==> src/rtl/free_list_arbiter.sv <==
// Front end for the physical-register free list: round-robin allocation grants,
// a small retire-side free queue, and rollback sequencing that keeps the ports quiet.
module free_list_arbiter #(
  parameter int NUM_REQ  = 2,
  parameter int NUM_FREE = 2,
  parameter int FQ_DEPTH = 4,
  parameter int PR_W     = 6,
  parameter int PR_SZ    = 32
) (
  input  logic                       clk,
  input  logic                       reset,
  input  logic [NUM_REQ-1:0]         alloc_req,
  output logic [NUM_REQ-1:0]         alloc_gnt,
  output logic [PR_W-1:0]            alloc_pr,
  input  logic [NUM_FREE-1:0]        free_valid,
  input  logic [NUM_FREE*PR_W-1:0]   free_pr,
  output logic                       free_ready,
  input  logic                       rollback_in,
  input  logic [PR_SZ-1:0]           rollback_mask_in,
  input  logic                       fl_is_empty,
  input  logic [PR_W-1:0]            fl_dequeue_pr,
  output logic                       fl_dequeue_en,
  output logic                       fl_enqueue_en,
  output logic [PR_W-1:0]            fl_enqueue_pr,
  output logic                       fl_rollback,
  output logic [PR_SZ-1:0]           fl_rollback_mask,
  output logic                       busy,
  output logic [$clog2(FQ_DEPTH):0]  fq_count
);

  localparam int PTR_W = $clog2(FQ_DEPTH);
  localparam int CNT_W = PTR_W + 1;
  localparam int RR_W  = (NUM_REQ > 1) ? $clog2(NUM_REQ) : 1;

  typedef enum logic {ST_RUN, ST_RB} state_t;

  state_t            r_state;
  logic [PR_SZ-1:0]  r_mask;
  logic [RR_W-1:0]   r_rr;
  logic [PR_W-1:0]   r_fq [FQ_DEPTH];
  logic [PTR_W-1:0]  r_rd_ptr;
  logic [PTR_W-1:0]  r_wr_ptr;
  logic [CNT_W-1:0]  r_count;

  logic              w_active;
  logic              w_avail;
  logic              w_grant_any;
  logic [RR_W-1:0]   w_gnt_idx;
  logic [RR_W-1:0]   w_idx;
  logic [CNT_W-1:0]  w_push_cnt;
  logic [PTR_W-1:0]  w_slot [NUM_FREE];

  // Enqueue and grant are both suppressed whenever a rollback is requested or in flight.
  assign w_active         = (r_state == ST_RUN) && !rollback_in;
  assign fl_enqueue_en    = w_active && (r_count != '0);
  assign fl_enqueue_pr    = r_fq[r_rd_ptr];
  assign w_avail          = !fl_is_empty || fl_enqueue_en;
  assign alloc_pr         = fl_dequeue_pr;
  assign fl_dequeue_en    = w_grant_any;
  assign free_ready       = (r_count <= CNT_W'(FQ_DEPTH - NUM_FREE));
  assign fq_count         = r_count;
  assign fl_rollback      = (r_state == ST_RB);
  assign busy             = (r_state == ST_RB);
  assign fl_rollback_mask = r_mask;

  always_comb begin
    alloc_gnt   = '0;
    w_gnt_idx   = '0;
    w_idx       = '0;
    w_grant_any = 1'b0;
    if (w_active && w_avail) begin
      for (int k = 0; k < NUM_REQ; k++) begin
        w_idx = RR_W'((int'(r_rr) + k) % NUM_REQ);
        if (!w_grant_any && alloc_req[w_idx]) begin
          w_grant_any      = 1'b1;
          w_gnt_idx        = w_idx;
          alloc_gnt[w_idx] = 1'b1;
        end
      end
    end
  end

  // Valid frees are compacted: each lands at the write pointer plus the number of valid lower sources.
  always_comb begin
    w_push_cnt = '0;
    for (int i = 0; i < NUM_FREE; i++) begin
      w_slot[i] = r_wr_ptr + w_push_cnt[PTR_W-1:0];
      if (free_valid[i]) w_push_cnt = w_push_cnt + CNT_W'(1);
    end
  end

  always_ff @(posedge clk) begin
    if (reset) begin
      r_state  <= ST_RUN;
      r_mask   <= '0;
      r_rr     <= '0;
      r_rd_ptr <= '0;
      r_wr_ptr <= '0;
      r_count  <= '0;
    end else begin
      case (r_state)
        ST_RUN: begin
          if (rollback_in) begin
            r_state <= ST_RB;
            r_mask  <= rollback_mask_in;
          end
        end
        ST_RB: begin
          if (rollback_in) begin
            r_mask <= r_mask | rollback_mask_in;
          end else begin
            r_state <= ST_RUN;
            r_mask  <= '0;
          end
        end
      endcase
      if (w_grant_any) r_rr <= RR_W'((int'(w_gnt_idx) + 1) % NUM_REQ);
      if (fl_enqueue_en) r_rd_ptr <= r_rd_ptr + PTR_W'(1);
      if (free_ready) r_wr_ptr <= r_wr_ptr + w_push_cnt[PTR_W-1:0];
      r_count <= r_count + (free_ready ? w_push_cnt : '0) - CNT_W'(fl_enqueue_en);
    end
  end

  always_ff @(posedge clk) begin
    for (int i = 0; i < NUM_FREE; i++) begin
      if (free_ready && free_valid[i]) r_fq[w_slot[i]] <= free_pr[i*PR_W +: PR_W];
    end
  end

endmodule

==> config.mk <==
export PLATFORM = sky130hd
export DESIGN_NAME = free_list_arbiter
export DESIGN_NICKNAME = d
export VERILOG_FILES = /design/src/rtl/free_list_arbiter.sv
export SDC_FILE = /design/constraint.sdc
export NUM_CORES = 1
export LEC_CHECK = 0
export ABC_AREA = 1
export CAP_MARGIN = 20
export CORE_ASPECT_RATIO = 0.75
export CORE_MARGIN = 2
export CORE_UTILIZATION = 48
export DETAILED_ROUTE_END_ITERATION = 6
export PLACE_DENSITY = 0.88
export SETUP_SLACK_MARGIN = 0.05
export SKIP_CTS_REPAIR_TIMING = 1
export SLEW_MARGIN = 20
export SYNTH_ARGS = -nofsm -noshare
export SYNTH_HDL_FRONTEND = slang
export SYNTH_SLANG_ARGS = --single-unit
==> constraint.sdc <==
create_clock -name clk -period 4.1 [get_ports clk]
set_input_delay 0.82 -clock clk [delete_from_list [all_inputs] [get_ports clk]]
set_output_delay 0.82 -clock clk [all_outputs]
set_load 0.05 [all_outputs]
==> impl_metrics.env, run 1 <==
export IMPL_status="complete, no violations"
export IMPL_synth_xor_area_share_pct=1.430
export IMPL_r2r_end="fq_count[2]$_SDFF_PP0_"
export IMPL_reg2reg_depth=12
export IMPL_place_congestion=0.8670
export IMPL_grt_pass1_vias=2757
export IMPL_crit_path_end_kind="output port"
export IMPL_clk_pin_slew_worst_paths_ns=0.07
export IMPL_ys_top_cells_by_count="150 x nand2_1, 43 x dfxtp_1, 36 x nand3_1, 28 x nor2_1, 24 x edfxtp_1"
export IMPL_reg2reg_from="fq_count[2]$_SDFF_PP0_"
export IMPL_power_frac_seq_pct=38.1
export IMPL_fmax_mhz=289.6
export IMPL_syn_inst=382
export IMPL_hold_start="fl_rollback_mask[24]$_SDFFE_PP0P_"
export IMPL_synth_compound_area_share_pct=7.111
export IMPL_die_y_um=73.17
export IMPL_grt_max_degree=38
export IMPL_core_area_um2=6225
export IMPL_htreeDepth=3
export IMPL_synthMostInstantiatedCell="nand2_1"
export IMPL_maxCapViolCount=0
export IMPL_globalRoute_totalOverflow=0
export IMPL_clockBufferDepth=2
export IMPL_start_util_pct=49.19
export IMPL_dpl_worst_slack_ns=0.6328
export IMPL_maxSlewViolCount=0
export IMPL_antenna_left=0
export IMPL_fin_nets=539
export IMPL_tightestPinTransition_ns=0.9991
export IMPL_muxShareOfSynthArea_pct=0
export IMPL_die_area_um2=7040
export IMPL_io_buffers=99
export IMPL_vdd_ir_drop_worst_mv=0.3705
export IMPL_synth_area_leaders="dfxtp_1 28%, edfxtp_1 24%, nand2_1 18%"
export IMPL_io_pins=112
export IMPL_drc=0
export IMPL_min_path_type="register to register"
export IMPL_grt_usage_pct=23.47
export IMPL_synth_edff_count=24
export IMPL_power_density_nw_per_um2=561.0
export IMPL_synth_seq_cells=67
export IMPL_comb_power_share_pct=42.3
export IMPL_required_ns=3.28
export IMPL_ys_types=26
export IMPL_cts_sinks=67
export IMPL_skew_ns=0.01226
export IMPL_p_clk_share_pct=19.6
export IMPL_postSynth_asyncResetShare_pct=0
export IMPL_routedWlPerCell_um=14.04
export IMPL_cts_tree="yes"
export IMPL_die_w_um=96.22
export IMPL_grt_pass1_wl_mm=12.41
export IMPL_cp_max_fo=3
export IMPL_tns_ns=0
export IMPL_yosysWarnings=0
export IMPL_synth_top_area_cell="dfxtp_1"
export IMPL_first_iter_violations=197
export IMPL_grt_antenna_before_repair=0
export IMPL_slew_limit_headroom_pct=32.69
export IMPL_synth_top_family_by_area="simple AND/OR/NAND/NOR gates"
export IMPL_hold_end="fl_rollback_mask[24]$_SDFFE_PP0P_"
export IMPL_worstHoldPathCells=2
export IMPL_leakage_nw=1.837
export IMPL_synthAdderAreaFrac_pct=3.106
export IMPL_firstDrtPassIters=4
export IMPL_dpl_cell_count=544
export IMPL_clock_latency_ns=0.34
export IMPL_syn_area_um2=3062
export IMPL_synth_top_cell_area_share_pct=28.12
export IMPL_p_sw_mw=0.9825
export IMPL_numCtsBuffers=9
export IMPL_vias_per_cell=5.118
export IMPL_fin_crit_sh_pct=84.21
export IMPL_post_route_min_period_ns=3.453
export IMPL_switching_share_pct=41.45
export IMPL_critical_path_class="input pin to output port"
export IMPL_vias=2866
export IMPL_synthFlopType="dfxtp_1"
export IMPL_antenna_cells=0
export IMPL_setup_violations=0
export IMPL_total_power_mw=2.370
export IMPL_p_int_mw=1.388
export IMPL_regToRegSetupSlack_ns=1.89
export IMPL_synth_simple_area_share_pct=30.16
export IMPL_finalHoldViolations=0
export IMPL_holdWs_ns=0.4635
export IMPL_startpoint_type="input pin"
export IMPL_rsz0062_at_grt="no"
export IMPL_placement_rows=25
export IMPL_area_growth_pct=38.01
export IMPL_setup_slack_ns=0.6474
export IMPL_synth_nets=447
export IMPL_drive_above_1_share_pct=6.054
export IMPL_critPathArrivalTime_ns=2.63
export IMPL_cts_root_buf="clkbuf_8"
export IMPL_fin_cells=560
export IMPL_dp_hpwl_mm=5.760
export IMPL_drt_wl_total_mm=7.862
export IMPL_yosysSeqAreaShare_pct=51.66
export IMPL_avgSynthCellArea_um2=8.015
==> layout make-up <==
cell class,count,area (um^2)
clock buffer,13,148.9
timing repair buffer,101,1006
clock inverter,3,15.01
tap,81,101.3
inverter,22,82.58
fill,487,1999
multi-input combinational,273,1290
sequential,67,1582
==> cell families after synthesis <==
family | Yosys count
xor+xnor | 5
compound gates | 39
fa+ha+maj | 7
simple gates | 222
buf+inv | 42
flops | 67
==> critical path, stage by stage <==
cell,delay [ns]
clkdlybuf4s50_1,0.48
nor2_1,0.21
nand3_1,0.16
nor2_1,0.15
clkdlybuf4s50_1,0.82
==> per-stage QoR <==
stage	instance area (um^2)	utilization, %
5_1_grt	4225	67.88
6_report	4225	67.88
3_5_place_dp	4061	65.25
4_1_cts	4225	67.88
2_1_floorplan	3062	-
3_3_place_gp	4061	65.25
==> cells in the final DEF, fill, tap and decap left out, drive strengths merged <==
cell | Yosys | layout
a21boi | 1 | 1
a21oi | 4 | 4
buf | 16 | 2
clkbuf | 4 | 13
clkdlybuf4s50 | 0 | 99
clkinv | 0 | 3
dfxtp | 43 | 43
edfxtp | 24 | 24
fa | 1 | 1
ha | 6 | 6
inv | 22 | 22
nand2 | 153 | 153
nand3 | 36 | 36
nor2 | 32 | 32
o21ai | 27 | 27
o22ai | 7 | 7
or2 | 1 | 1
xnor2 | 3 | 3
xor2 | 2 | 2
==> worst max path at each step <==
stage | from | to | slack, ns | cells past startpoint
2_1_floorplan | rollback_in | fq_count[2]$_SDFF_PP0_ | 1.47 | 11
3_3_place_gp | rollback_in | alloc_gnt[0] | 0.69 | 5
3_5_place_dp | rollback_in | alloc_gnt[0] | 0.63 | 5
4_1_cts | rollback_in | alloc_gnt[0] | 0.62 | 5
5_1_grt | rollback_in | fl_enqueue_en | 0.52 | 5
6_report | rollback_in | alloc_gnt[0] | 0.65 | 5
==> flip-flops by register name (all words and copies together), names as in the netlist, named ones only <==
register	count
fq_count	3
r_rd_ptr	2
fl_rollback_mask	32
r_fq	24
r_wr_ptr	2
r_rr	1
busy	1
==> per-layer routing <==
layer	part of all wire [%]	GRT usage, %
met5	0	0
met4	2.0	8.413
met3	12	11.47
met2	47	37.04
met1	39	27.84
==> power groups by stage <==
stage / registers [mW] / clock network, mW / logic (mW)
floorplan: 1.00 / 0 / 0.599
global placement: 0.913 / 0 / 0.962
detailed placement: 0.918 / 0 / 0.996
CTS: 0.904 / 0.471 / 1.00
global route: 0.917 / 0.503 / 1.08
finish: 0.904 / 0.465 / 1.00
Note: power is estimated with default switching activity, not from simulation.
==> inputs of run 2 (changes only) <==
--- a/config.mk
+++ b/config.mk
@@ -9,9 +9,9 @@
 export CAP_MARGIN = 20
 export CORE_ASPECT_RATIO = 0.75
 export CORE_MARGIN = 2
-export CORE_UTILIZATION = 48
+export CORE_UTILIZATION = 45
 export DETAILED_ROUTE_END_ITERATION = 6
-export PLACE_DENSITY = 0.88
+export PLACE_DENSITY = 0.84
 export SETUP_SLACK_MARGIN = 0.05
 export SKIP_CTS_REPAIR_TIMING = 1
 export SLEW_MARGIN = 20
==> constraint.sdc (replaced) <==
create_clock -name clk -period 3.6 [get_ports clk]
set_input_delay 0.72 -clock clk [delete_from_list [all_inputs] [get_ports clk]]
set_output_delay 0.72 -clock clk [all_outputs]
set_load 0.05 [all_outputs]
==> impl_metrics.env, run 2 (same netlist as run 1, synthesis figures left out) <==
export IMPL_post_route_min_period_ns=3.186
export IMPL_die_w_um=99.25
export IMPL_grt_pass1_wl_mm=12.45
export IMPL_tightestPinTransition_ns=0.9165
export IMPL_grt_max_degree=38
export IMPL_register_area_um2=1582
export IMPL_cts_root_buf="clkbuf_8"
export IMPL_globalRoute_totalOverflow=0
export IMPL_clockBufferDepth=2
export IMPL_max_stage_delay_ns=0.80
export IMPL_skew_ns=0.006006
export IMPL_io_buffers=99
export IMPL_setup_slack_ns=0.4139
export IMPL_drt_wl_total_mm=7.828
export IMPL_cp_cell_sequence="clkdlybuf4s50_1, nor2_1, nand3_1, nor2_1, clkdlybuf4s50_1"
export IMPL_grt_busiest_layer="met2"
export IMPL_drc=0
export IMPL_setup_violations=0
export IMPL_vdd_ir_drop_worst_mv=0.2819
export IMPL_cts_tree="yes"
export IMPL_grt_usage_pct=21.57
export IMPL_layout_common_cells="150 x nand2_1, 99 x clkdlybuf4s50_1, 43 x dfxtp_1, 36 x nand3_1, 27 x nor2_1"
export IMPL_io_pins=112
export IMPL_final_common_cell="nand2_1"
export IMPL_cts_sinks=67
export IMPL_crit_slowest_cell="clkdlybuf4s50_1"
export IMPL_fill_cells=531
export IMPL_clk_pin_slew_worst_paths_ns=0.07
export IMPL_rsz0062_at_grt="no"
export IMPL_fin_crit_sh_pct=88.50
export IMPL_critical_path_class="input pin to output port"
export IMPL_area_growth_pct=40.21
export IMPL_fmax_mhz=313.9
export IMPL_critPathArrivalTime_ns=2.47
export IMPL_startpoint_type="input pin"
export IMPL_vias_per_cell=5.071
export IMPL_required_ns=2.88
export IMPL_largest_reg_flops=32
export IMPL_grt_antenna_before_repair=0
export IMPL_use_met1_pct=24.23
export IMPL_placement_rows=25
export IMPL_antenna_left=0
export IMPL_leakage_nw=1.866
export IMPL_grt_pass1_vias=2732
export IMPL_maxSlewViolCount=0
export IMPL_maxCapViolCount=0
export IMPL_numCtsBuffers=9
export IMPL_htreeDepth=3
export IMPL_antenna_cells=0
export IMPL_fin_nets=539
export IMPL_grt_util_met3_pct=10.73
export IMPL_cp_max_fo=3
export IMPL_grt_use_met2_pct=36.26
export IMPL_slew_limit_headroom_pct=38.25
export IMPL_firstDrtPassIters=4
export IMPL_regToRegSetupSlack_ns=1.44
export IMPL_dp_hpwl_mm=5.646
export IMPL_status="complete, no violations"
export IMPL_crit_path_end_kind="output port"
export IMPL_start_util_pct=47.51
export IMPL_min_path_type="register to register"
export IMPL_finalHoldViolations=0
export IMPL_die_area_um2=7487
export IMPL_die_y_um=75.44
export IMPL_tns_ns=0
export IMPL_clock_latency_ns=0.34
export IMPL_multi_input_area_um2=1290
export IMPL_power_density_nw_per_um2=666.7
export IMPL_vias=2840
export IMPL_routedWlPerCell_um=13.98
export IMPL_drive_above_1_share_pct=6.681
export IMPL_place_congestion=0.9181
export IMPL_dpl_worst_slack_ns=0.4078
export IMPL_first_iter_violations=128
export IMPL_core_area_um2=6444
-- run 2: cell types whose count changed in the layout (fill, tap and decap cells not counted) --
cell | previous run | this run
bufinv_16 | 0 | 2
clkinv_2 | 3 | 1
clkbuf_4 | 0 | 1
clkbuf_1 | 3 | 0
clkbuf_8 | 10 | 11
clkinvlp_4 | 0 | 1
-- run 2: metal layers --
layer / part of all wire (%) / vias up
li1: - / 1412
met1: 38 / 1288
met2: 49 / 138
met3: 13 / 2
met4: 0.37 / 0
met5: 0 / -
-- run 2: critical path: cells and delay by family --
| family | cells | cell delay (ns) |
|---|---|---|
| buffers and inverters | 2 | 1.28 |
| and+or+nand+nor | 3 | 0.46 |
-- run 2: final timing paths --
path	start	end	cells past startpoint
worst max-delay path	rollback_in	alloc_gnt[0]	5
worst min-delay path	fl_rollback_mask[31]$_SDFFE_PP0P_	fl_rollback_mask[31]$_SDFFE_PP0P_	2
worst max register to register	fq_count[0]$_SDFF_PP0_	fq_count[2]$_SDFF_PP0_	10
worst min register to register	fl_rollback_mask[31]$_SDFFE_PP0P_	fl_rollback_mask[31]$_SDFFE_PP0P_	2
-- run 2: per-stage QoR --
| stage | cells | power, mW | util [%] | hold WS, ns | cell area (um^2) |
|---|---|---|---|---|---|
| after CTS | 560 | 2.881 | 66.62 | 0.4657 | 4293 |
| after global routing | 560 | 3.015 | 66.62 | 0.4858 | 4293 |
| after global placement | 544 | 2.130 | 63.03 | 0.4517 | 4061 |
| after floorplan | 382 | 1.822 | - | 0.4617 | 3062 |
| after detailed placement | 544 | 2.166 | 63.03 | 0.4561 | 4061 |
| final | 560 | 2.862 | 66.62 | 0.4633 | 4293 |
-- run 2: area by class of cell --
| type | count | area share (%) |
|---|---|---|
| Multi-Input combinational cell | 273 | 30.05 |
| Inverter | 22 | 1.924 |
| Tap cell | 81 | 2.361 |
| Clock buffer | 12 | 3.702 |
| Sequential cell | 67 | 36.84 |
| Clock inverter | 4 | 1.690 |
| Timing Repair Buffer | 101 | 23.43 |
-- run 2: power breakdown --
part | internal [mW] | switching, mW
clock | 0.434 | 0.274
sequential | 0.948 | 0.0832
combinational | 0.366 | 0.757
total | 1.75 | 1.11
==> inputs of run 3 (changes only) <==
--- a/config.mk
+++ b/config.mk
@@ -11,7 +11,7 @@
 export CORE_MARGIN = 2
 export CORE_UTILIZATION = 45
 export DETAILED_ROUTE_END_ITERATION = 6
-export PLACE_DENSITY = 0.84
+export PLACE_DENSITY = 0.93
 export SETUP_SLACK_MARGIN = 0.05
 export SKIP_CTS_REPAIR_TIMING = 1
 export SLEW_MARGIN = 20
==> impl_metrics.env, run 3 (same netlist as run 1, synthesis figures left out) <==
export IMPL_status="complete, no violations"
export IMPL_critPathArrivalTime_ns=2.51
export IMPL_setup_violations=0
export IMPL_vias_per_cell=5.032
export IMPL_use_met1_pct=23.86
export IMPL_fin_util_pct=65.88
export IMPL_die_area_um2=7487
export IMPL_slew_limit_headroom_pct=36.45
export IMPL_area_growth_pct=38.66
export IMPL_power_density_nw_per_um2=651.1
export IMPL_fin_cells=560
export IMPL_grt_max_degree=38
export IMPL_startpoint_type="input pin"
export IMPL_dpl_cell_count=544
export IMPL_fill_cells=498
export IMPL_dp_hpwl_mm=5.565
export IMPL_hold_start="fl_rollback_mask[6]$_SDFFE_PP0P_"
export IMPL_postPlaceCellArea_um2=4061
export IMPL_clockBufferDepth=2
export IMPL_firstDrtPassIters=5
export IMPL_min_path_type="register to register"
export IMPL_htreeDepth=3
export IMPL_switching_share_pct=41.01
export IMPL_grt_pass1_wl_mm=12.59
export IMPL_setup_slack_ns=0.3704
export IMPL_leakage_nw=1.844
export IMPL_required_ns=2.88
export IMPL_crit_start="rollback_in"
export IMPL_comb_power_share_pct=40.9
export IMPL_fin_nets=539
export IMPL_multi_input_area_um2=1290
export IMPL_core_area_um2=6444
export IMPL_p_clk_share_pct=21.6
export IMPL_fin_crit_sh_pct=89.71
export IMPL_die_y_um=75.44
export IMPL_power_frac_seq_pct=37.5
export IMPL_fin_area_um2=4245
export IMPL_grt_pass1_vias=2758
export IMPL_clock_latency_ns=0.34
export IMPL_finalHoldViolations=0
export IMPL_final_common_cell="nand2_1"
export IMPL_grt_busiest_layer="met2"
export IMPL_drive_above_1_share_pct=6.263
export IMPL_placement_rows=25
export IMPL_tns_ns=0
export IMPL_first_iter_violations=111
export IMPL_p_int_mw=1.630
export IMPL_maxSlewViolCount=0
export IMPL_vias=2818
export IMPL_total_power_mw=2.764
export IMPL_globalRoute_totalOverflow=0
export IMPL_clk_pin_slew_worst_paths_ns=0.06
export IMPL_grt_use_met2_pct=37.91
export IMPL_register_area_um2=1582
export IMPL_layout_common_cells="150 x nand2_1, 99 x clkdlybuf4s50_1, 43 x dfxtp_1, 36 x nand3_1, 27 x nor2_1"
export IMPL_fmax_mhz=309.6
export IMPL_holdWs_ns=0.4638
export IMPL_cts_root_buf="clkbuf_8"
export IMPL_post_route_min_period_ns=3.230
export IMPL_cts_sinks=67
export IMPL_numCtsBuffers=9
export IMPL_reg2reg_from="fq_count[0]$_SDFF_PP0_"
export IMPL_drt_wl_total_mm=7.607
export IMPL_maxCapViolCount=0
export IMPL_grt_antenna_before_repair=0
export IMPL_place_congestion=0.8309
export IMPL_rsz0062_at_grt="no"
export IMPL_io_buffers=99
export IMPL_cts_tree="yes"
export IMPL_p_sw_mw=1.134
export IMPL_vdd_ir_drop_worst_mv=0.2512
export IMPL_io_pins=112
export IMPL_crit_path_end_kind="output port"
export IMPL_drc=0
export IMPL_routedWlPerCell_um=13.58
export IMPL_antenna_left=0
export IMPL_largest_reg_flops=32
export IMPL_grt_usage_pct=21.76
export IMPL_start_util_pct=47.51
export IMPL_tightestPinTransition_ns=0.9433
export IMPL_skew_ns=0.009891
export IMPL_dpl_worst_slack_ns=0.3267
export IMPL_grt_util_met3_pct=9.541
export IMPL_critical_path_class="input pin to output port"
export IMPL_antenna_cells=0
export IMPL_die_w_um=99.25
export IMPL_cp_max_fo=3
-- run 3: cell count changes in the layout (fill, tap and decap cells not counted) --
cell,change
clkbuf_8,-2
clkbuf_4,-1
clkinv_1,+1
bufinv_16,-1
clkinv_2,+2
clkbuf_1,+1
-- run 3: power by group through the flow --
stage / logic, mW / registers, mW / clock network (mW)
6_report: 1.13 / 1.04 / 0.598
5_1_grt: 1.23 / 1.05 / 0.640
4_1_cts: 1.13 / 1.03 / 0.606
3_5_place_dp: 1.11 / 1.05 / 0
3_3_place_gp: 1.08 / 1.04 / 0
2_1_floorplan: 0.683 / 1.14 / 0
-- run 3: final timing paths --
path	endpoint	slack [ns]	cells past startpoint
worst min register to register	fl_rollback_mask[6]$_SDFFE_PP0P_	0.46	2
worst max-delay path	alloc_gnt[0]	0.37	5
worst min-delay path	fl_rollback_mask[6]$_SDFFE_PP0P_	0.46	2
worst max register to register	fq_count[2]$_SDFF_PP0_	1.23	10
-- run 3: final cells by class --
| type | count | share of cell area, % |
|---|---|---|
| flip-flops and latches | 67 | 37.25 |
| inverters | 22 | 1.945 |
| clock inverters | 6 | 1.326 |
| well taps | 81 | 2.387 |
| repair buffers | 101 | 23.70 |
| clock buffers | 10 | 3.006 |
| multi-input cells | 273 | 30.39 |
-- run 3: layer usage --
layer,vias up,wire length [um]
li1,1410,-
met2,132,3654
met1,1264,3013
met5,-,0
met3,12,838
met4,0,99
-- run 3: critical path, cell delays in order --
cell,delay [ns]
clkdlybuf4s50_1,0.47
nor2_1,0.22
nand3_1,0.17
nor2_1,0.11
clkdlybuf4s50_1,0.81
